**config.mk**
```make
export PLATFORM = sky130hd
export DESIGN_NAME = uart_tx_fsm_flat
export DESIGN_NICKNAME = d
export VERILOG_FILES = /design/src/rtl/uart_tx_pkg.sv /design/src/rtl/uart_tx_fsm_if.sv /design/src/rtl/uart_tx_fsm.sv /design/src/flat_wrapper.sv
export SDC_FILE = /design/constraint.sdc
export NUM_CORES = 1
export LEC_CHECK = 0
export CORE_AREA = 2 2 39 41
export DETAILED_ROUTE_END_ITERATION = 10
export DIE_AREA = 0 0 41 43
export GPL_ROUTABILITY_DRIVEN = 0
export PLACE_DENSITY = 0.64
export SYNTH_ARGS = -nofsm -noshare
export SYNTH_HDL_FRONTEND = slang
export SYNTH_SLANG_ARGS = --single-unit
```
**constraint.sdc**
```tcl
create_clock -name CLK -period 1.7 [get_ports CLK]
set_input_delay 0.425 -clock CLK [delete_from_list [all_inputs] [get_ports CLK]]
set_output_delay 0.425 -clock CLK [all_outputs]
set_load 0.02 [all_outputs]
```
**src/rtl/uart_tx_pkg.sv**
```systemverilog
// Shared definitions for the UART TX frame sequencer: state encoding and
// TX output mux select codes.
package uart_tx_pkg;

  typedef enum logic [2:0] {
    ST_IDLE   = 3'd0,
    ST_START  = 3'd1,
    ST_DATA   = 3'd2,
    ST_PARITY = 3'd3,
    ST_STOP   = 3'd4
  } state_t;

  localparam logic [1:0] MUX_PAR   = 2'b00;
  localparam logic [1:0] MUX_DATA  = 2'b01;
  localparam logic [1:0] MUX_STOP  = 2'b10;
  localparam logic [1:0] MUX_START = 2'b11;

endpackage

```
**src/rtl/uart_tx_fsm_if.sv**
```systemverilog
// Request/control bundle between the upstream requester, the frame sequencer,
// the TX output mux and the serializer.
//
// Handshake: Data_Valid is a level request. The sequencer accepts it only at
// an edge where a new frame may begin (IDLE, or the last cycle of STOP); at any
// other time it is ignored, not queued. busy is high for every cycle of a
// frame. PAR_EN is sampled together with an accepted Data_Valid.
interface uart_tx_fsm_if;

  logic       Data_Valid;
  logic       PAR_EN;
  logic [1:0] mux_sel;
  logic       ser_load;
  logic       ser_en;
  logic       busy;

  // Requester side (and test driver)
  modport master (
    output Data_Valid,
    output PAR_EN,
    input  mux_sel,
    input  ser_load,
    input  ser_en,
    input  busy
  );

  // Sequencer side
  modport slave (
    input  Data_Valid,
    input  PAR_EN,
    output mux_sel,
    output ser_load,
    output ser_en,
    output busy
  );

endinterface

```
**src/rtl/uart_tx_fsm.sv**
```systemverilog
// UART TX frame sequencer. One state per baud-clock cycle: START, DATA_WIDTH
// DATA cycles, optional PARITY, STOP. Outputs are decoded from the state
// register only, so the mux and serializer strobes change right after the edge.
module uart_tx_fsm
  import uart_tx_pkg::*;
#(
  parameter int DATA_WIDTH = 8
) (
  input  logic         CLK,
  input  logic         RST,
  uart_tx_fsm_if.slave tx_if,
  output state_t       state_dbg_o
);

  localparam int CNT_W = $clog2(DATA_WIDTH);
  localparam logic [CNT_W-1:0] LAST_BIT = CNT_W'(DATA_WIDTH - 1);

  state_t           state_q, state_d;
  logic [CNT_W-1:0] cnt_q, cnt_d;
  logic             par_en_q, par_en_d;

  assign state_dbg_o = state_q;

  // State, bit counter and latched parity enable; reset may land mid-frame.
  always_ff @(posedge CLK or negedge RST) begin
    if (!RST) begin
      state_q  <= ST_IDLE;
      cnt_q    <= '0;
      par_en_q <= 1'b0;
    end else begin
      state_q  <= state_d;
      cnt_q    <= cnt_d;
      par_en_q <= par_en_d;
    end
  end

  // Next-state logic and Moore output decode from the current state.
  always_comb begin
    state_d        = state_q;
    cnt_d          = cnt_q;
    par_en_d       = par_en_q;
    tx_if.mux_sel  = MUX_STOP;
    tx_if.ser_load = 1'b0;
    tx_if.ser_en   = 1'b0;
    tx_if.busy     = 1'b0;

    case (state_q)
      ST_IDLE: begin
        if (tx_if.Data_Valid) begin
          state_d  = ST_START;
          par_en_d = tx_if.PAR_EN;
        end
      end

      ST_START: begin
        tx_if.mux_sel  = MUX_START;
        tx_if.busy     = 1'b1;
        tx_if.ser_load = 1'b1;
        state_d        = ST_DATA;
        cnt_d          = '0;
      end

      ST_DATA: begin
        tx_if.mux_sel = MUX_DATA;
        tx_if.busy    = 1'b1;
        tx_if.ser_en  = 1'b1;
        if (cnt_q == LAST_BIT) begin
          // Clear on exit so the counter never wraps inside DATA.
          cnt_d   = '0;
          state_d = par_en_q ? ST_PARITY : ST_STOP;
        end else begin
          cnt_d = cnt_q + 1'b1;
        end
      end

      ST_PARITY: begin
        tx_if.mux_sel = MUX_PAR;
        tx_if.busy    = 1'b1;
        state_d       = ST_STOP;
      end

      ST_STOP: begin
        tx_if.mux_sel = MUX_STOP;
        tx_if.busy    = 1'b1;
        // Back-to-back frames skip IDLE entirely.
        if (tx_if.Data_Valid) begin
          state_d  = ST_START;
          par_en_d = tx_if.PAR_EN;
        end else begin
          state_d = ST_IDLE;
        end
      end

      default: begin
        // Unused encodings fall back to IDLE on the next edge.
        state_d = ST_IDLE;
        cnt_d   = '0;
      end
    endcase
  end

endmodule

```
**src/flat_wrapper.sv**
```systemverilog
// flat-port wrapper written by rule: the top's interface ports become plain ports
module uart_tx_fsm_flat import uart_tx_pkg::*;
#(
  parameter int DATA_WIDTH = 8
)
  (CLK, RST, state_dbg_o, tx_if_Data_Valid, tx_if_PAR_EN, tx_if_mux_sel, tx_if_ser_load, tx_if_ser_en, tx_if_busy);
  uart_tx_fsm_if tx_if_i ();
  input  logic CLK;
  input  logic RST;
  output state_t state_dbg_o;
  input wire logic [$bits(tx_if_i.Data_Valid)-1:0] tx_if_Data_Valid;
  input wire logic [$bits(tx_if_i.PAR_EN)-1:0] tx_if_PAR_EN;
  output wire logic [$bits(tx_if_i.mux_sel)-1:0] tx_if_mux_sel;
  output wire logic [$bits(tx_if_i.ser_load)-1:0] tx_if_ser_load;
  output wire logic [$bits(tx_if_i.ser_en)-1:0] tx_if_ser_en;
  output wire logic [$bits(tx_if_i.busy)-1:0] tx_if_busy;
  assign tx_if_i.Data_Valid = tx_if_Data_Valid;
  assign tx_if_i.PAR_EN = tx_if_PAR_EN;
  assign tx_if_mux_sel = tx_if_i.mux_sel;
  assign tx_if_ser_load = tx_if_i.ser_load;
  assign tx_if_ser_en = tx_if_i.ser_en;
  assign tx_if_busy = tx_if_i.busy;
  uart_tx_fsm #(.DATA_WIDTH(DATA_WIDTH)) u_core (.CLK(CLK), .RST(RST), .tx_if(tx_if_i), .state_dbg_o(state_dbg_o));
endmodule
```
## Word level (Yosys, flattened, before mapping)

Index checks and enable logic that the tools add are counted.

| cells by class | value |
|---|---|
| add/sub/neg operators | 1 |
| mux-type cells | 11 |
| reduce and logical (&&, ||, !) cells | 6 |
| eq/ne operators | 7 |

Operators by type and width:

| kind | number |
|---|---|
| $pmux 3 s5 | 1 |
| $mux 3 | 4 |
| $eq 3x2->1 const B | 2 |
| $eq 3x3->1 const B | 2 |
| $pmux 2 s3 | 1 |
| $pmux 3 s2 | 1 |
| $mux 1 | 4 |
| $reduce_and 2->1 | 2 |
| $reduce_or 4->1 | 1 |
| $add 3x1->3 const B | 1 |
| $eq 3x1->1 const B | 1 |
| $logic_not 3->1 | 1 |
| $reduce_or 3->1 | 1 |
| $ne 2x1->1 const B | 1 |
| $ne 2x2->1 const B | 1 |
| $reduce_or 2->1 | 1 |

| word-level totals | value |
|---|---|
| output and inout bits | 8 |
| logic and storage cells | 28 |
| register bits after elaboration | 7 |

## Longest topological paths before layout

| logic depth | value |
|---|---|
| depth after elaboration | 3 |
| gate-level depth with buffers | 4 |
| depth with buffers taken out | 4 |

## Least setup slack after synthesis

Ideal clock, no wire load.

| path | value |
|---|---|
| path type | register to output |
| from | reg u_core.state_q[2], in the netlist u_core.state_dbg_o[2] |
| to | out tx_if_ser_en |
| slack | 61 ps |
| stages on the path, launching flop included | 4 |
| data arrival time | 1214 ps |
| required time | 1275 ps |
| path through | dfrtp_1 > buf_4 > nand2b_2 > nor2_1 |

| on the way | value |
|---|---|
| cells in the longest elaborated chain, start to end | 2 |

Ends and longest elaborated chain:

| what | line | text |
|---|---|---|
| start, declared | uart_tx_fsm.sv:18 | `state_t state_q, state_d;` |
| start signal, assigned | uart_tx_fsm.sv:31 | `state_q <= state_d;` |
| $eq 3x2->1 | uart_tx_fsm.sv:47 | `case (state_q)` |
| $mux 1 | uart_tx_fsm.sv:47 |  |
| end, declared | flat_wrapper.sv:15 | `output wire logic [$bits(tx_if_i.ser_en)-1:0] tx_if_ser_en;` |

Every way passes these cells.

## Final worst setup path

| path | value |
|---|---|
| from | reg u_core.state_q[1], in the netlist u_core.state_dbg_o[1] |
| to | out tx_if_mux_sel[0] |

| on the way | value |
|---|---|
| cells in the longest elaborated chain, start to end | 2 |
| elaborated cells between the ends (all ways) | 4 |
| classes of those cells | eq/ne (3); mux (1) |

Ends and longest elaborated chain:

| what | line | text |
|---|---|---|
| $eq 3x2->1 / $eq 3x1->1 (equally long branches) | uart_tx_fsm.sv:47 |  |
| $pmux 2 s3 (*) | uart_tx_fsm.sv:47 |  |
| end, declared | flat_wrapper.sv:13 | `output wire logic [$bits(tx_if_i.mux_sel)-1:0] tx_if_mux_sel;` |

Mark *: on every way between the ends. The rest lies on a longest branch, timed or not.

==> impl_metrics.toml <==
[sta]
relSlewSlack_pct = 77.3
fmax_mhz = 618
hold_viol = 0
finalCriticalPeriod_ns = 1.62
final.setup.tns_ns = 0
finalWorstSetupSlack_ns = 0.0832
fin_crit_sh_pct = 95.1
final_max_slew_viol_count = 0
rsz0062_at_grt = "false"
whs_ns = 0.440
worst_pin_slew_ns = 0.340
setup_violations = 0
finClkSkew_ns = 0.00330

[worst_setup_path]
r2r_end = "u_core.cnt_q[2]"
arrival_ns = 1.19
cp-start-kind = "register"
critPathSlowestCell = "dfrtp_2"
crit_path_max_fanout = 6
cp.required_ns = 1.27
slowest_delay_ns = 0.45
reg2reg_from = "u_core.cnt_q[0]"
end_kind = "output port"
rrSetupSlack_ns = 0.28
reg2reg_depth = 4
path_class = "register to output port"
worstPathCellList = "nand2b_1 -> a21oi_1 -> buf_2"

[routing]
drt-initial-drc-count = 1
drt-total-wl_um = 1030
vias = 385
vias_per_cell = 4.94
wl_per_cell_um = 13.2
antenna_left = 0
drt_first_pass_iters = 2
drc = 0

[global_routing]
grt_max_degree = 8
antenna_found_initial = 0
grt_overflow = 0
grt_usage_pct = 15.5
grt_pass1_vias = 389
grt_pass1_wl_um = 1730

[floorplanning]
rows = 14
core_area_mm2 = 0.00138
die_area_mm2 = 0.00176
die_width_um = 41
ioPinCount = 12
start_util_pct = 33.0
die_y_um = 43

[logic_synthesis]
synth_top_family_by_area = "simple AND/OR/NAND/NOR gates"
synthAdderAreaFrac_pct = 5.48
synthSimpleGateAreaFrac_pct = 30.4
synth_compound_area_share_pct = 14.0
seq_area_frac_synth_pct = 38.4
synthCells = 38
ys_types = 22
synth.largest_area_cell = "dfrtp_1"
avgSynthCellArea_um2 = 12.0
synth.area.top_cells = "dfrtp_1 (38%), and4b_1 (6.6%), and4bb_1 (5.5%), ha_1 (5.5%), buf_6 (4.9%)"
netlist_area_um2 = 457
synth_seq_cells = 7
synth_nets = 44
synthXorXnorAreaFrac_pct = 1.92
muxShareOfSynthArea_pct = 2.47
synth_warnings = 0
yosysTopAreaCellShare_pct = 38.4

[finish]
fillers = 149
final_cell_area_um2 = 647
final_common_cell = "buf_4"
stdcell_count = 78
nets = 69
final_cell_mix = "buf_4 (12), dfrtp_1 (6), buf_2 (4)"
final_util_pct = 46.7
antennaDiodeCount = 0
area_growth_pct = 41.6
drive_above_1_share_pct = 45.2

[clock_network]
clk_pin_slew_ns = 0.05
h-tree-depth = 1
hold_buffers = 0
clock-sinks = 7
numCtsBuffers = 3
clk_path_buf_depth = 2
root_buffer = "clkbuf_4"
cts_tree = "done"
clkLatencyLatePin_ns = 0.25

[run_status]
status = "complete, no violations"

[power]
ir_worst_vdd_mv = 0.969
powerDensity_mw_per_mm2 = 1740
power.leakage_nw = 0.338
p_total_mw = 1.13

[placed_design]
dp_slack_ns = -0.0953
dpl_cell_area_um2 = 639
place_inst = 73
dp_hpwl_um = 831
numPortBuffers = 11

[worst_hold_path]
hold_path.class = "input port to asynchronous set/reset pin"

[job]
maxCapViolCount = 0
[area by class of cell]
class | instances | area [µm²] | share of cell area (%)
Tap cell | 16 | 20.0 | 3.09
Clock buffer | 4 | 26.3 | 4.06
Multi-Input combinational cell | 27 | 253 | 39.1
Timing Repair Buffer | 23 | 168 | 25.9
Inverter | 1 | 3.75 | 0.580
Sequential cell | 7 | 176 | 27.3
[synthesized netlist by cell type (all sizes together)]
cell,count
nor2,3
and4bb,2
o32ai,1
a21oi,2
nor3b,1
nor4b,1
nand4b,1
and4b,3
mux2,1
a221o,1
o21ba,1
ha,2
nor2b,1
nand2b,4
buf,3
inv,1
dfrtp,7
a211o,2
xnor2,1
[flip-flops by register name, indices dropped and copies added, names as in the netlist]
name / flops
u_core.cnt_q: 3
u_core.par_en_q: 1
u_core.state_dbg_o: 3
[worst max-delay path: cells and delay by family, from the launching register on]
family,cells,cell delay (ns)
simple gates,1,0.20
flops,1,0.45
buf+inv,1,0.17
compound gates,1,0.13
[worst max path at each step]
stage	from	endpoint	slack [ns]	cells past startpoint
after floorplan	u_core.state_dbg_o[2]	tx_if_ser_en	0.06	3
after global placement	u_core.state_dbg_o[1]	tx_if_mux_sel[0]	-0.07	3
after detailed placement	u_core.state_dbg_o[1]	tx_if_mux_sel[0]	-0.1	3
after CTS	u_core.state_dbg_o[0]	tx_if_busy	0.01	3
after global routing	u_core.state_dbg_o[1]	tx_if_mux_sel[0]	0.01	3
final	u_core.state_dbg_o[1]	tx_if_mux_sel[0]	0.08	3
[what timing repair did]
action / 4_1_cts / 5_1_grt
buffers inserted: 1 / 0
gates cloned: 0 / 0
endpoints found under the setup margin: 8 / 3
resized for setup: 24 / 3
[cells by family (layout without fill, tap and decap cells)]
| group | Yosys count | after routing |
|---|---|---|
| flops | 7 | 7 |
| mux | 1 | 1 |
| xor+xnor | 1 | 1 |
| compound gates | 7 | 7 |
| buf+inv | 4 | 28 |
| simple gates | 16 | 16 |
| fa+ha+maj | 2 | 2 |
[where the power goes]
part | switching (mW) | total [mW] | internal (mW)
logic | 0.328 | 0.673 | 0.345
registers | 0.0729 | 0.305 | 0.232
clock network | 0.0589 | 0.148 | 0.0894
[metal layers]
layer	wire length (µm)	part of all wire [%]	vias to the layer above	track usage (%)
met5	0	0	-	0
met4	0	0	0	10.0
met2	540	53	9	21.9
met1	438	43	186	17.6
met3	47	4.6	0	7.85
li1	-	-	190	-
Note: power is estimated with default switching activity, not from simulation.
==> RTL change: new RTL, config.mk and constraints unchanged <==
Make the reset (`RST`) synchronous in one clocked block.
--- a/src/rtl/uart_tx_fsm.sv
+++ b/src/rtl/uart_tx_fsm.sv
@@ -24,3 +24,3 @@
   // State, bit counter and latched parity enable; reset may land mid-frame.
-  always_ff @(posedge CLK or negedge RST) begin
+  always_ff @(posedge CLK) begin
     if (!RST) begin
Check against the original RTL: differs if RST is asserted again (counterexample within 4 cycles, from zero or initial values and one cycle with RST low); with RST held inactive, the same outputs for 10 cycles.
==> RTL change against the original RTL <==
Fmax is 0.59% lower; area after synthesis is 20% lower; clock skew is 2.8 ps lower; register-to-register slack worse by 50 ps; global-route usage is 3.4 points lower; routed wire length is 16% lower; largest cell class unchanged; final area is 16% lower; final cell count is 2.6% higher; critical endpoint is now tx_if_mux_sel[1]; setup slack worse by 9.6 ps; sequential cell count stayed put.
Power is not compared: it rests on default switching activity, and its combinational part moved more than twofold at a synthesized area within 25%.
==> RTL change: results (changes against the original RTL) <==
| Metric | Value |
|---|---|
| Count of cell types in the netlist | 21 (-4.5%) |
| Clock buffer depth | 2 (unchanged) |
| Worst vdd ir | 275 uV |
| Pin count of the biggest net entering global routing | 8 (unchanged) |
| Number of global-route vias before repair | 357 (-8.2%) |
| CTS Buf Count | 3 (unchanged) |
| Net Count, Synth | 50 (+14%) |
| Initial antenna violation count | 0 (unchanged) |
| CTS Root Cell | clkbuf_4 |
| Hold Crit Class | reg2reg |
| Async S/R FF share, synth | 0% (-100 points) |
| # Post-CTS Setup Buffers | 0 (-1) |
| Hold Vio Cnt, Final | 0 (unchanged) |
| Layout Cells excl Fill | 80 (+2.6%) |
| H-tree levels | 1 (unchanged) |
| Worst Skew | 0.475 ps (-2.83 ps) |
| Post-synth top cells | dfxtp_1 (7), nand3_1 (5), inv_1 (4), nand2_1 (4) |
| Sequential share of the synthesized area | 38.5% (+0.13 points) |
| Hpwl dp | 639 um (-23%) |
| Post-DP Area | 531 sq um (-17%) |
| WP data required | 1270 ps (about the same) |
| Vias per cell | 4.81 (-2.5%) |
| Critical path peak fanout | 5 (-1) |
| Fraction of layout cells with a size suffix above 1 | 28.1% (-17 points) |
| Worst-path clk slew | 50 ps (about the same) |
| Primary FF master, synth | dfxtp_1 |
| Outcome | finished clean |
| Drt wl/cell | 10.8 um (-18%) |
| Gr usage total | 12.1% (-3.4 points) |
| PortBufs | 11 (unchanged) |
| Worst-margin pin slew | 211 ps (-128 ps) |
| Leakage | 0.246 nW |
| Starting DRT DRC Count | 8 (+7) |
| TritonRoute pass-1 iters | 2 (unchanged) |
| Placed insts | 76 (+4.1%) |
| YS warnings | 0 (unchanged) |
| Syn Inst Count | 44 (+16%) |
| Worst skew pair latency | 250 ps (about the same) |
| First-pass GRT wire length | 1.40 mm (-19%) |
| Dominant cells by area after synthesis | dfxtp_1 (38%), ha_1 (6.9%), nand3_1 (6.9%) |
| Pre-CTS setup slack | -8.50 ps (+86.8 ps) |
| Antenna cell count | 0 (unchanged) |
| Nets | 71 (+2.9%) |
[RTL change: cells by family after synthesis]
group                      share of synthesized area (%)
AOI/OAI and AO/OA                                   20.6
xor gates and xnor gates                            2.41
adders and majority gates                           6.87
buffers and inverters                               9.62
DFF                                                 38.5
and+or+nand+nor                                     22.0
[RTL change: path summary, 6_finish.rpt]
kind,startpoint,endpoint,slack [ps],cells past startpoint
hold reg to reg,u_core.cnt_q[1],u_core.cnt_q[1],500,2
setup / recovery,u_core.state_dbg_o[1],tx_if_mux_sel[1],70,4
hold / removal,u_core.cnt_q[1],u_core.cnt_q[1],500,2
setup reg to reg,u_core.cnt_q[0],u_core.cnt_q[0],230,4
[RTL change: metal layers]
layer / global-route usage [%] / vias up / share of wire [%]
met3: 3.14 / 2 / 3.0
met5: 0 / - / 0
met4: 10.0 / 0 / 2.2
met1: 13.8 / 180 / 49
li1: - / 197 / -
met2: 17.8 / 6 / 45
[RTL change: repair_timing]
item | in CTS | in global routing
pin swaps | 0 | 0
endpoints found under the hold margin | 0 | 0
hold buffers | 0 | 0
setup endpoints to repair | 8 | 4
resized for setup | 10 | 7
[RTL change: where the power goes]
part	leakage [nW]	internal [mW]	total (mW)	switching (mW)
registers	0.0574	0.172	0.180	0.00760
logic	0.173	0.0480	0.104	0.0562
clock network	0.0150	0.0897	0.152	0.0625
total	0.246	0.310	0.436	0.126
[RTL change: area by class of cell]
class | instances | area [sq um]
clock buffers | 4 | 26.3
fillers | 161 | 841
inverters | 5 | 18.8
multi-input cells | 30 | 194
flip-flops and latches | 7 | 141
well taps | 16 | 20.0
repair buffers | 18 | 143
[RTL change: worst max-delay path, stage by stage, from the launching register on]
cell	delay, ps
dfxtp_2	360
nor2b_4	160
inv_2	40
buf_4	120
clkdlybuf4s15_1	270
